`config.mk`:
```
export PLATFORM = sky130hd
export DESIGN_NAME = core_step_controller
export DESIGN_NICKNAME = d
export VERILOG_FILES = /design/src/rtl/core_step_controller.sv
export SDC_FILE = /design/constraint.sdc
export NUM_CORES = 1
export LEC_CHECK = 0
export ABC_AREA = 0
export CORE_AREA = 5 5 87 89
export CTS_CLUSTER_DIAMETER = 40
export DETAILED_ROUTE_END_ITERATION = 10
export DIE_AREA = 0 0 92 94
export GPL_TIMING_DRIVEN = 0
export PLACE_DENSITY = 0.78
export SLEW_MARGIN = 20
export SYNTH_ARGS = -nofsm -noshare
export SYNTH_HDL_FRONTEND = slang
export SYNTH_SLANG_ARGS = --single-unit
```
`constraint.sdc`:
```
create_clock -name clk -period 3.3 [get_ports clk]
set_input_delay 0.66 -clock clk [delete_from_list [all_inputs] [get_ports clk]]
set_output_delay 0.66 -clock clk [all_outputs]
set_load 0.01 [all_outputs]
```
`src/rtl/core_step_controller.sv`:
```
// Core enable generator for the MIPS debug platform: free-run, single-step with
// dead time after each pulse, and a PC breakpoint that freezes the core on the matching cycle.
module core_step_controller #(
    parameter int N             = 32,
    parameter int DEAD_TIME     = 50_000_000,
    parameter int COUNTER_WIDTH = 32
) (
    input  logic         clk,
    input  logic         rst,
    input  logic         step_mode,
    input  logic         step_button,
    input  logic         bp_ena,
    input  logic [N-1:0] bp_addr,
    input  logic [N-1:0] PC,
    output logic         core_ena,
    output logic         step_active,
    output logic         halted,
    output logic [15:0]  step_count
);

    typedef enum logic [2:0] {
        S_IDLE,
        S_PULSE,
        S_DEAD,
        S_RUN,
        S_BREAK
    } state_t;

    localparam logic [COUNTER_WIDTH-1:0] DEAD_LOAD = COUNTER_WIDTH'(DEAD_TIME - 1);

    state_t                   state;
    state_t                   state_next;
    logic                     btn_q;
    logic                     btn_qq;
    logic                     press;
    logic                     pc_match;
    logic                     armed;
    logic                     hit;
    logic [COUNTER_WIDTH-1:0] dead_cnt;

    assign press    = btn_q & ~btn_qq;
    assign pc_match = (PC == bp_addr);
    assign hit      = bp_ena & armed & pc_match;

    // Both stages reset high so a button already held during reset never
    // looks like a fresh rising edge afterwards.
    // NOTE: state elements use non-blocking (<=) so every flop samples the
    // pre-edge value of its neighbours, exactly like the real hardware.
    always_ff @(posedge clk) begin
        if (rst) begin
            btn_q  <= 1'b1;
            btn_qq <= 1'b1;
        end else begin
            btn_q  <= step_button;
            btn_qq <= btn_q;
        end
    end

    always_ff @(posedge clk) begin
        if (rst) begin
            state <= S_IDLE;
        end else begin
            state <= state_next;
        end
    end

    // NOTE: the default assignment ahead of the case keeps this block purely
    // combinational; any path that skipped it would infer a latch.
    always_comb begin
        state_next = state;
        case (state)
            S_IDLE: begin
                if (!step_mode) begin
                    state_next = S_RUN;
                end else if (press) begin
                    state_next = S_PULSE;
                end
            end
            S_PULSE: begin
                state_next = S_DEAD;
            end
            S_DEAD: begin
                if (dead_cnt == '0) begin
                    state_next = S_IDLE;
                end
            end
            S_RUN: begin
                if (hit) begin
                    state_next = S_BREAK;
                end else if (step_mode) begin
                    state_next = S_IDLE;
                end
            end
            S_BREAK: begin
                if (press) begin
                    state_next = S_PULSE;
                end else if (step_mode) begin
                    state_next = S_IDLE;
                end else if (!bp_ena) begin
                    state_next = S_RUN;
                end
            end
            default: begin
                state_next = S_IDLE;
            end
        endcase
    end

    // In RUN the enable drops combinationally on a hit so the core freezes
    // on the very cycle the PC matches.
    always_comb begin
        core_ena    = 1'b0;
        step_active = 1'b0;
        halted      = 1'b0;
        case (state)
            S_PULSE: begin
                core_ena    = 1'b1;
                step_active = 1'b1;
            end
            S_DEAD: begin
                step_active = 1'b1;
            end
            S_RUN: begin
                core_ena = ~hit;
            end
            S_BREAK: begin
                halted = 1'b1;
            end
            default: begin
                core_ena = 1'b0;
            end
        endcase
    end

    always_ff @(posedge clk) begin
        if (rst) begin
            dead_cnt <= '0;
        end else if (state == S_PULSE) begin
            dead_cnt <= DEAD_LOAD;
        end else if (state == S_DEAD && dead_cnt != '0) begin
            dead_cnt <= dead_cnt - 1'b1;
        end
    end

    always_ff @(posedge clk) begin
        if (rst) begin
            step_count <= '0;
        end else begin
            step_count <= step_count + 16'(state == S_PULSE);
        end
    end

    // armed blocks a re-trigger while the PC still sits on the breakpoint
    // after leaving BREAK; it rearms once the PC moves elsewhere.
    always_ff @(posedge clk) begin
        if (rst) begin
            armed <= 1'b1;
        end else if (state != S_BREAK && state_next == S_BREAK) begin
            armed <= 1'b0;
        end else if (!pc_match) begin
            armed <= 1'b1;
        end
    end

endmodule

```
==> metrics.md, run 1 <==
| Metric | Value |
|---|---|
| Status | `complete, no violations` |
| N_diodes | `0` |
| I/O pin count | `88` |
| Top-area cell type share of the netlist area | `34.91%` |
| Crit path capture type | `output pin` |
| Avg Inst Size Synth | `8.302 um^2` |
| Max clock buf depth | `2` |
| Final Util | `63.33%` |
| Largest net degree at the start of global routing | `17` |
| Setup violations, final | `0` |
| Worst EP required | `2.64 ns` |
| Headroom to the max-slew limit | `42.49%` |
| EDFF count, synth | `0` |
| Worst setup path category | `in2out` |
| Worst-path maximum fanout | `2` |
| Max Clock Freq | `318.6 MHz` |
| RSZ-0062 raised after global routing | `false` |
| Inst Count DP | `539` |
| Clk_skew | `0.006483 ns` |
| FF+latch count, synth | `54` |
| Die Area | `8648 um^2` |
| Final Hold Viols | `0` |
| Yosys cell types | `44` |
| H-tree depth | `2` |
| Gpl congestion | `0.9013` |
| Chip Height | `94 um` |
| Startpoint Class | `input port` |
| Leak | `0.001522 uW` |
| Crit path DAT | `2.48 ns` |
| Layout cells sized above 1 | `5.970%` |
| Wire length per cell | `16.28 um` |
| Netlist Area Pre-Place | `3097 um^2` |
| PD cells | `497.5 nW/um^2` |
| Final Cycle Share | `95.10%` |
| Final HPWL DP | `6787 um` |
| Post-synth top flop | `dfxtp_1` |
| Row cnt | `30` |
| WL final | `8937 um` |
| Fill cells | `600` |
| Vias | `3,289` |
| Initial DRC Count | `266` |
| Vias in the first global route | `3,188` |
| CTS tree | `built` |
| Total power | `2105 uW` |
| Worst path slowest cell | `clkdlybuf4s50_1` |
| Crit path max-delay family | `simple AND/OR/NAND/NOR gates` |
| Most frequent cell after synthesis | `dfxtp_1` |
| Area Overhead vs Synth | `36.65%` |
| Top cell type by total area after synthesis | `dfxtp_1` |
| Worst Path Buf+Inv | `2` |
| Detail Route Antenna Nets | `0` |
| Max-cap violations | `0` |
| Final Max Slew Viols | `0` |
| Nets | `541` |
| Avg Vias per Cell | `5.991` |
| Post-synthesis sequential area ratio | `34.91%` |
| I/O Buffers | `86` |
| Most frequent cells after synthesis | `dfxtp_1, xor2_1, nor2_1` |
| Num CTS Buffers | `5` |
| Final non-filler cell total | `549` |
| Synth top area cells | `dfxtp_1, xor2_1, or4_1` |
| Clk sink count | `54` |
| GRT Overall Usage | `21.19%` |
| Overflow after GRT | `0` |
| PnR worst setup slack | `0.1617 ns` |
| Post-placement setup slack | `-0.1739 ns` |
| Starting Density | `46.35%` |
| HP Class | `reg2reg` |
| First-pass GRT wire length | `14,820 um` |
| Initial antenna violation count | `0` |
| CP max stage delay | `0.42 ns` |
| DRT Pass-1 Iters | `4` |
| Ys async rst share | `0%` |
| Least-Margin Pin Slew | `0.8560 ns` |
| Post-layout min period | `3.138 ns` |
| # hold bufs at CTS | `0` |
| Worst path cell trace | `clkdlybuf4s50_1 -> xor2_1 -> nor4_2 -> nand4_1 -> nor3_2 -> a21boi_0 -> dlygate4sd2_1` |
| # DRC | `0` |
| Yosys warns | `0` |
| Syn Inst Count | `373` |
| Peak supply drop | `0.0001971 V` |
| Clk Latency, worst-skew pair | `0.32 ns` |
| Core area | `6681 um^2` |
| Worst-path clk slew | `0.09 ns` |
| Mapped Nets | `446` |
| Root Driver | `clkbuf_8` |
| Die X | `92 um` |
logic make-up after synthesis:
kind of cell / synth area share, %
fa+ha+maj: 1.616
simple gates: 30.99
compound gates: 15.19
flops: 34.91
xor+xnor: 12.44
mux: 1.293
buf+inv: 3.555
layout by cell type, fill, tap and decap left out, types with 3 or more instances in the layout:
| master | instances |
|---|---|
| clkdlybuf4s50_1 | 85 |
| dfxtp_1 | 54 |
| xor2_1 | 39 |
| nor2_1 | 27 |
| nand2_1 | 23 |
| or3_1 | 18 |
| or4_1 | 17 |
| nor4_1 | 15 |
| a21oi_1 | 15 |
| clkbuf_1 | 14 |
| a31oi_1 | 14 |
| o31ai_1 | 13 |
| nand3_1 | 12 |
| o21ai_0 | 12 |
| nand4_1 | 11 |
| nor3_1 | 10 |
| and3_1 | 7 |
| inv_1 | 6 |
| or2_2 | 6 |
| clkbuf_8 | 6 |
| nor2b_1 | 5 |
| xnor2_1 | 5 |
| buf_2 | 4 |
| mux2i_1 | 4 |
| o41ai_1 | 4 |
| ha_1 | 4 |
| and2_1 | 3 |
| nand4b_1 | 3 |
| a211oi_1 | 3 |
registers in the layout, indices dropped and copies added, names as in the netlist:
| name | cells |
|---|---|
| step_count | 16 |
| state | 3 |
| btn_qq | 1 |
| armed | 1 |
| dead_cnt | 32 |
| btn_q | 1 |
final cells by class:
| class | count | area, um^2 | share of cell area [%] |
|---|---|---|---|
| clock buffers | 6 | 82.58 | 1.952 |
| inverters | 7 | 26.28 | 0.6209 |
| plain buffers | 19 | 83.83 | 1.981 |
| flip-flops and latches | 54 | 1081 | 25.55 |
| multi-input cells | 293 | 1923 | 45.45 |
| clock inverters | 2 | 60.06 | 1.419 |
| well taps | 80 | 100.1 | 2.365 |
| repair buffers | 88 | 874.6 | 20.67 |
worst register-to-register path, cell delays in order (launching register included):
cell and delay, ns:
dfxtp_1 0.32, clkbuf_1 0.29, nor2b_1 0.37, nand2_1 0.23
clkinv_1 0.26, ha_1 0.23, ha_1 0.18, and2_1 0.14
and4_1 0.25, nand3_1 0.18, or3_1 0.35, a21oi_1 0.14
what timing repair did:
| action | in CTS | in global routing |
|---|---|---|
| buffers inserted | 2 | 0 |
| setup endpoints to repair | 1 | 0 |
| resized for setup | 4 | 0 |
through the flow:
| step | instance area [um^2] | setup TNS [ns] | hold WS (ns) |
|---|---|---|---|
| 4_1_cts | 4232 | 0 | 0.4447 |
| 3_3_place_gp | 4058 | -0.2152 | 0.4131 |
| 3_5_place_dp | 4058 | -0.1739 | 0.4226 |
| 6_report | 4232 | 0 | 0.4442 |
| 2_1_floorplan | 3097 | 0 | 0.4086 |
| 5_1_grt | 4232 | 0 | 0.4824 |
path summary, 6_finish.rpt:
kind | slack (ns) | cells after the start | startpoint | endpoint
worst max register to register | 0.29 | 11 | state[0] | step_count[12]
worst min register to register | 0.44 | 1 | btn_q | btn_qq
worst min-delay path | 0.44 | 1 | btn_q | btn_qq
worst max-delay path | 0.16 | 7 | bp_addr[16] | core_ena
metal layers:
metal	wire length, um	GRT usage (%)	vias to the layer above
met1	3551	24.99	1536
met2	4519	37.65	144
li1	-	-	1591
met4	215	8.911	0
met5	0	0	-
met3	651	3.926	18
power breakdown:
| group | switching [uW] | internal (uW) | total [uW] |
|---|---|---|---|
| sequential | 56.0 | 713 | 769 |
| combinational | 458 | 329 | 786 |
| clock | 226 | 324 | 550 |
| total | 740 | 1370 | 2110 |
Power figures use the tool's default switching activity.
==> inputs of run 2 (changes only) <==
--- a/config.mk
+++ b/config.mk
@@ -6,13 +6,12 @@
 export NUM_CORES = 1
 export LEC_CHECK = 0
 export ABC_AREA = 0
-export CORE_AREA = 5 5 87 89
+export CORE_AREA = 5 5 84 86
 export CTS_CLUSTER_DIAMETER = 40
 export DETAILED_ROUTE_END_ITERATION = 10
-export DIE_AREA = 0 0 92 94
+export DIE_AREA = 0 0 89 91
 export GPL_TIMING_DRIVEN = 0
-export PLACE_DENSITY = 0.78
-export SLEW_MARGIN = 20
+export PLACE_DENSITY = 0.84
 export SYNTH_ARGS = -nofsm -noshare
 export SYNTH_HDL_FRONTEND = slang
 export SYNTH_SLANG_ARGS = --single-unit
==> constraint.sdc (replaced) <==
create_clock -name clk -period 3.86 [get_ports clk]
set_input_delay 0.772 -clock clk [delete_from_list [all_inputs] [get_ports clk]]
set_output_delay 0.772 -clock clk [all_outputs]
set_load 0.01 [all_outputs]
==> metrics.md, run 2 (same netlist as run 1, synthesis figures left out) <==
| Metric | Value |
|---|---|
| Post-CTS Resized | `0 (-4)` |
| Root Driver | `clkbuf_8` |
| Max clock buf depth | `2 (unchanged)` |
| GRT Overall Usage | `21.39% (+0.20 points)` |
| Setup_tns | `0 ns (unchanged)` |
| Most flops, register | `dead_cnt` |
| Worst setup path category | `in2out` |
| Num CTS Buffers | `5 (unchanged)` |
| Status | `complete, no violations` |
| Post-layout min period | `3.680 ns` |
| Peak supply drop | `0.0002078 V (+5.4%)` |
| Final Cycle Share | `95.35%` |
| Wire length per cell | `15.92 um (-2.2%)` |
| Nets | `539 (-0.37%)` |
| Hold_ws | `0.4398 ns (-0.004399 ns)` |
| Top Registers | `dead_cnt: 32 flops, step_count: 16 flops, state: 3 flops` |
| Startpoint Class | `input port` |
| Final Hold Viols | `0 (unchanged)` |
| Final non-filler cell total | `544 (-0.91%)` |
| Commonest non-fill, non-tap cell in the layout | `clkdlybuf4s50_1` |
| Clk sink count | `54 (unchanged)` |
| Vias in the first global route | `3,181 (-0.22%)` |
| Setup violations, final | `0 (unchanged)` |
| Crit path DAT | `2.91 ns (+0.43 ns)` |
| Die Area | `8099 um^2 (-6.3%)` |
| Worst EP required | `3.09 ns (+0.45 ns)` |
| Worst-path clk slew | `0.10 ns (about the same)` |
| Max reg flops | `32 (unchanged)` |
| Headroom to the max-slew limit | `49.42% (+6.9 points)` |
| Worst path cell trace | `clkdlybuf4s50_1 -> xor2_1 -> nor4_1 -> nand4_1 -> nor3_1 -> a21boi_0 -> clkdlybuf4s50_1` |
| Register area | `1081 um^2 (unchanged)` |
| HP Class | `reg2reg` |
| # DRC | `0 (unchanged)` |
| # hold bufs at CTS | `0 (unchanged)` |
| Initial antenna violation count | `0 (unchanged)` |
| Final Max Slew Viols | `0 (unchanged)` |
| CP dominant cell by count | `clkdlybuf4s50_1` |
| First-pass GRT wire length | `14,060 um (-5.1%)` |
| Worst Path Buf+Inv | `2 (unchanged)` |
| DRT Pass-1 Iters | `5 (+1)` |
| Die X | `89 um (-3.3%)` |
| Max-cap violations | `0 (unchanged)` |
| Detail Route Antenna Nets | `0 (unchanged)` |
| Worst path slowest cell | `clkdlybuf4s50_1` |
| Vias | `3,258 (-0.94%)` |
| Area Overhead vs Synth | `34.46%` |
| Least-Margin Pin Slew | `0.7529 ns (-0.1031 ns)` |
| Initial DRC Count | `248 (-6.8%)` |
| N_diodes | `0 (unchanged)` |
| Inst Count DP | `536 (-0.56%)` |
| Final Util | `67.11% (+3.8 points)` |
| Largest net degree at the start of global routing | `17 (unchanged)` |
| Clk Latency, worst-skew pair | `0.31 ns (about the same)` |
| Overflow after GRT | `0 (unchanged)` |
| Final HPWL DP | `6719 um (-1.0%)` |
| CTS tree | `built` |
| Gpl congestion | `0.9594 (+6.4%)` |
| Clk_skew | `0.007138 ns (+0.0006550 ns)` |
| Chip Height | `91 um (-3.2%)` |
| Setup bufs post-CTS | `0 (-2)` |
| Starting Density | `49.91% (+3.6 points)` |
| Fill cells | `495 (-18%)` |
| I/O pin count | `88 (unchanged)` |
| Total power | `1708 uW (-19%)` |
| WL final | `8660 um (-3.1%)` |
| Worst-path maximum fanout | `3 (+1)` |
| PD cells | `410.2 nW/um^2 (-18%)` |
| Max Clock Freq | `271.7 MHz` |
| CP max stage delay | `0.52 ns (+0.10 ns)` |
| Crit path max-delay family | `buffers and inverters` |
| Area taken by multi-input logic gates | `1906 um^2 (-0.91%)` |
| Leak | `0.001488 uW (-2.3%)` |
| H-tree depth | `2 (unchanged)` |
| Crit path capture type | `output pin` |
| Layout cells sized above 1 | `4.711% (-1.3 points)` |
| Avg Vias per Cell | `5.989 (about the same)` |
| Commonest cells after routing, fill and taps aside | `clkdlybuf4s50_1, dfxtp_1, xor2_1` |
| RSZ-0062 raised after global routing | `false` |
| I/O Buffers | `86 (unchanged)` |
| Core area | `6205 um^2 (-7.1%)` |
| Row cnt | `29 (-3.3%)` |
[run 2: changes by cell type in the layout (fill, tap and decap cells not counted), sizes merged]
cell	change
buf	-2
bufinv	-1
clkdlybuf4s50	+1
clkinvlp	+1
dlygate4sd2	-1
[run 2: metal layers]
metal | part of all wire (%) | track usage [%]
met1 | 39 | 25.13
met2 | 51 | 37.93
met3 | 8.0 | 4.344
met4 | 2.4 | 7.320
met5 | 0 | 0
[run 2: worst paths after layout]
check / end / from / slack [ns] / depth (start not counted)
min reg2reg: btn_qq / btn_q / 0.44 / 1
min: btn_qq / btn_q / 0.44 / 1
max reg2reg: dead_cnt[1] / dead_cnt[17] / 0.85 / 8
max: core_ena / bp_addr[16] / 0.18 / 7
[run 2: layout make-up]
| cell class | instances | area share [%] |
|---|---|---|
| repair buffers | 86 | 20.67 |
| clock inverters | 2 | 0.9014 |
| clock buffers | 6 | 1.743 |
| plain buffers | 19 | 2.013 |
| flip-flops and latches | 54 | 25.96 |
| multi-input cells | 293 | 45.76 |
| well taps | 77 | 2.314 |
| inverters | 7 | 0.6310 |
[run 2: metrics by stage]
stage / setup WS (ns) / area [um^2]
after floorplan: 1.314 / 3097
after global placement: 0.2036 / 4054
after detailed placement: 0.1971 / 4054
after CTS: 0.1784 / 4164
after global routing: 0.04246 / 4164
final: 0.1795 / 4164
[run 2: power by group]
part / total, uW / internal [uW] / leakage [uW] / switching (uW)
Sequential: 655 / 610 / 0.000440 / 44.8
Combinational: 670 / 281 / 0.000997 / 388
Clock: 384 / 194 / 0.0000514 / 190
[run 2: worst register-to-register path: cells and delay by family, from the launching register on]
family / cells / cell delay [ns]
AOI/OAI and AO/OA: 1 / 0.28
buffers and inverters: 3 / 0.94
and+or+nand+nor: 4 / 1.36
DFF: 1 / 0.35
==> variant, RTL diff (settings of run 1) <==
Encoding of `state_t`: now one-hot (5 bits for 5 states).
--- a/src/rtl/core_step_controller.sv
+++ b/src/rtl/core_step_controller.sv
@@ -18,12 +18,12 @@
     output logic [15:0]  step_count
 );
 
-    typedef enum logic [2:0] {
-        S_IDLE,
-        S_PULSE,
-        S_DEAD,
-        S_RUN,
-        S_BREAK
+    typedef enum logic [4:0] {
+        S_IDLE  = 5'b00001,
+        S_PULSE = 5'b00010,
+        S_DEAD  = 5'b00100,
+        S_RUN   = 5'b01000,
+        S_BREAK = 5'b10000
     } state_t;
 
     localparam logic [COUNTER_WIDTH-1:0] DEAD_LOAD = COUNTER_WIDTH'(DEAD_TIME - 1);
Check against the original RTL: no difference found for any inputs over 10 cycles, from zero or initial values and one cycle with rst high; not proved beyond that.
==> variant against run 1 <==
Final cell count fell by 1.5%. Synthesized area up 3.0%. Worst setup slack improved by 0.11 ns. Register-to-register slack better by 0.31 ns. Final area is 1.2% higher. First-iteration DRC count down 24%. Clock skew fell by 0.0015 ns. Sequential cell count rose by 2. Routed wire length decreased by 6.8%. Largest cell class unchanged.
Power is not compared: it rests on default switching activity, and its combinational part moved more than twofold at a synthesized area within 25%.
==> variant: results (changes against run 1) <==
status: "finished clean"
grt_pass1_wl_mm: 13.71  # -7.5%
numCtsBuffers: 5  # unchanged
wl_per_cell_um: 15.40  # -5.4%
multi_input_area_um2: 1946  # +1.2%
multi_input_cells: 283  # -3.4%
fin_skew_ns: 0.004970  # -0.001513 ns
slowest_delay_ns: 0.55  # +0.13 ns
grt_pass1_vias: 3006  # -5.7%
place_inst: 532  # -1.3%
synthArstFlopShare_pct: 0  # unchanged
maxSlewHeadroom_pct: 60.31  # +18 points
rrSetupSlack_ns: 0.60  # +0.31 ns
nNonClkInverters: 8  # +1
synth.area.top_cells: "dfxtp_1, xnor2_1, nor2_1"
drive_above_1_share_pct: 8.460  # +2.5 points
ys_ff_latch: 56  # +3.7%
cp_max_fo: 10  # +8
ys_seq_area_share_pct: 35.14  # +0.23 points
reg2reg_depth: 10  # -1
crit_end: "step_active"
fin_hold_ws_ns: 0.4554  # +0.01123 ns
globalplace.congestion: 0.8043  # -11%
finish.cell_count_without_fillers: 541  # -1.5%
grt_usage_pct: 19.52  # -1.7 points
synth_cells: 365  # -2.1%
setup.worst_path.start: "state[4]"
num-nonclk-buffers: 106  # -0.93%
synth_common_cells: "dfxtp_1, xnor2_1, nor2_1, nand2_1, nand4_1"
cts_buffer_depth: 2  # unchanged
grt_max_degree: 19  # +2
buf_share_pct: 23.17  # +0.52 points
drt_pass1_iterations: 4  # unchanged
path_clk_slew_ns: 0.10
synth_nets: 437  # -2.0%
yosysUniqueCellTypes: 57  # +30%
critPathSlowestCell: "clkdlybuf4s50_1"
num_vias: 3137  # -4.6%
largestRegisters: "dead_cnt (32), step_count (16), state (5)"
htree_levels: 2  # unchanged
n_fill_cell: 597  # -0.50%
seq_area_um2: 1121  # +3.7%
arrival_ns: 2.36  # -0.12 ns
hpwlAfterDp_mm: 6.515  # -4.0%
first_iter_violations: 202  # -24%
io_buffers: 87  # +1.2%
## variant: cell types whose count changed after synthesis, moves of 4 or more
cell,run 1,this run
xnor2_1,5,37
xor2_1,39,9
nor4_1,17,6
or3_1,18,7
o21ai_0,12,4
clkbuf_1,14,9
a21oi_1,15,11
nand4_1,11,15
nand4b_1,3,7
## variant: stage by stage
step	cell area [um2]	worst slack, ns	utilization, %	TNS (ns)
after floorplan	3191	0.8355	-	0
after global placement	4161	-0.01080	62.28	-0.01080
after detailed placement	4161	-0.05609	62.28	-0.05609
after CTS	4267	0.003505	63.86	0
after global routing	4282	0.1639	64.08	0
final	4282	0.2753	64.08	0
## variant: logic make-up after synthesis
group / after synthesis / synth area share [%]
AND/OR/NAND/NOR: 162 / 30.20
AO/OA/AOI/OAI: 69 / 15.65
flip-flops: 56 / 35.14
XOR/XNOR: 46 / 12.63
buffers and inverters: 26 / 4.274
multiplexers: 3 / 0.9412
adder cells (fa/ha/maj): 3 / 1.177
## variant: worst register-to-register path: cells and delay by family (launching register included)
family,cells,cell delay [ns]
buffers and inverters,2,0.51
DFF,1,0.38
xor gates and xnor gates,1,0.15
and+or+nand+nor,6,1.34
adders and majority gates,1,0.22
## variant: routing by layer
metal	track usage [%]	wire length [um]
met5	0	0
met2	35.28	4113
met4	6.436	116
met3	4.247	550
met1	22.85	3547
## variant: repair_timing
action | in CTS | in global routing
gates resized for setup | 2 | 3
buffers inserted | 0 | 2
pin swaps | 1 | 3
hold endpoints to repair | 0 | 0
setup endpoints to repair | 1 | 2
## variant: power breakdown
| group | internal (mW) | switching, mW |
|---|---|---|
| combinational | 0.122 | 0.0759 |
| sequential | 0.680 | 0.00387 |
| clock | 0.151 | 0.228 |
| total | 0.952 | 0.308 |
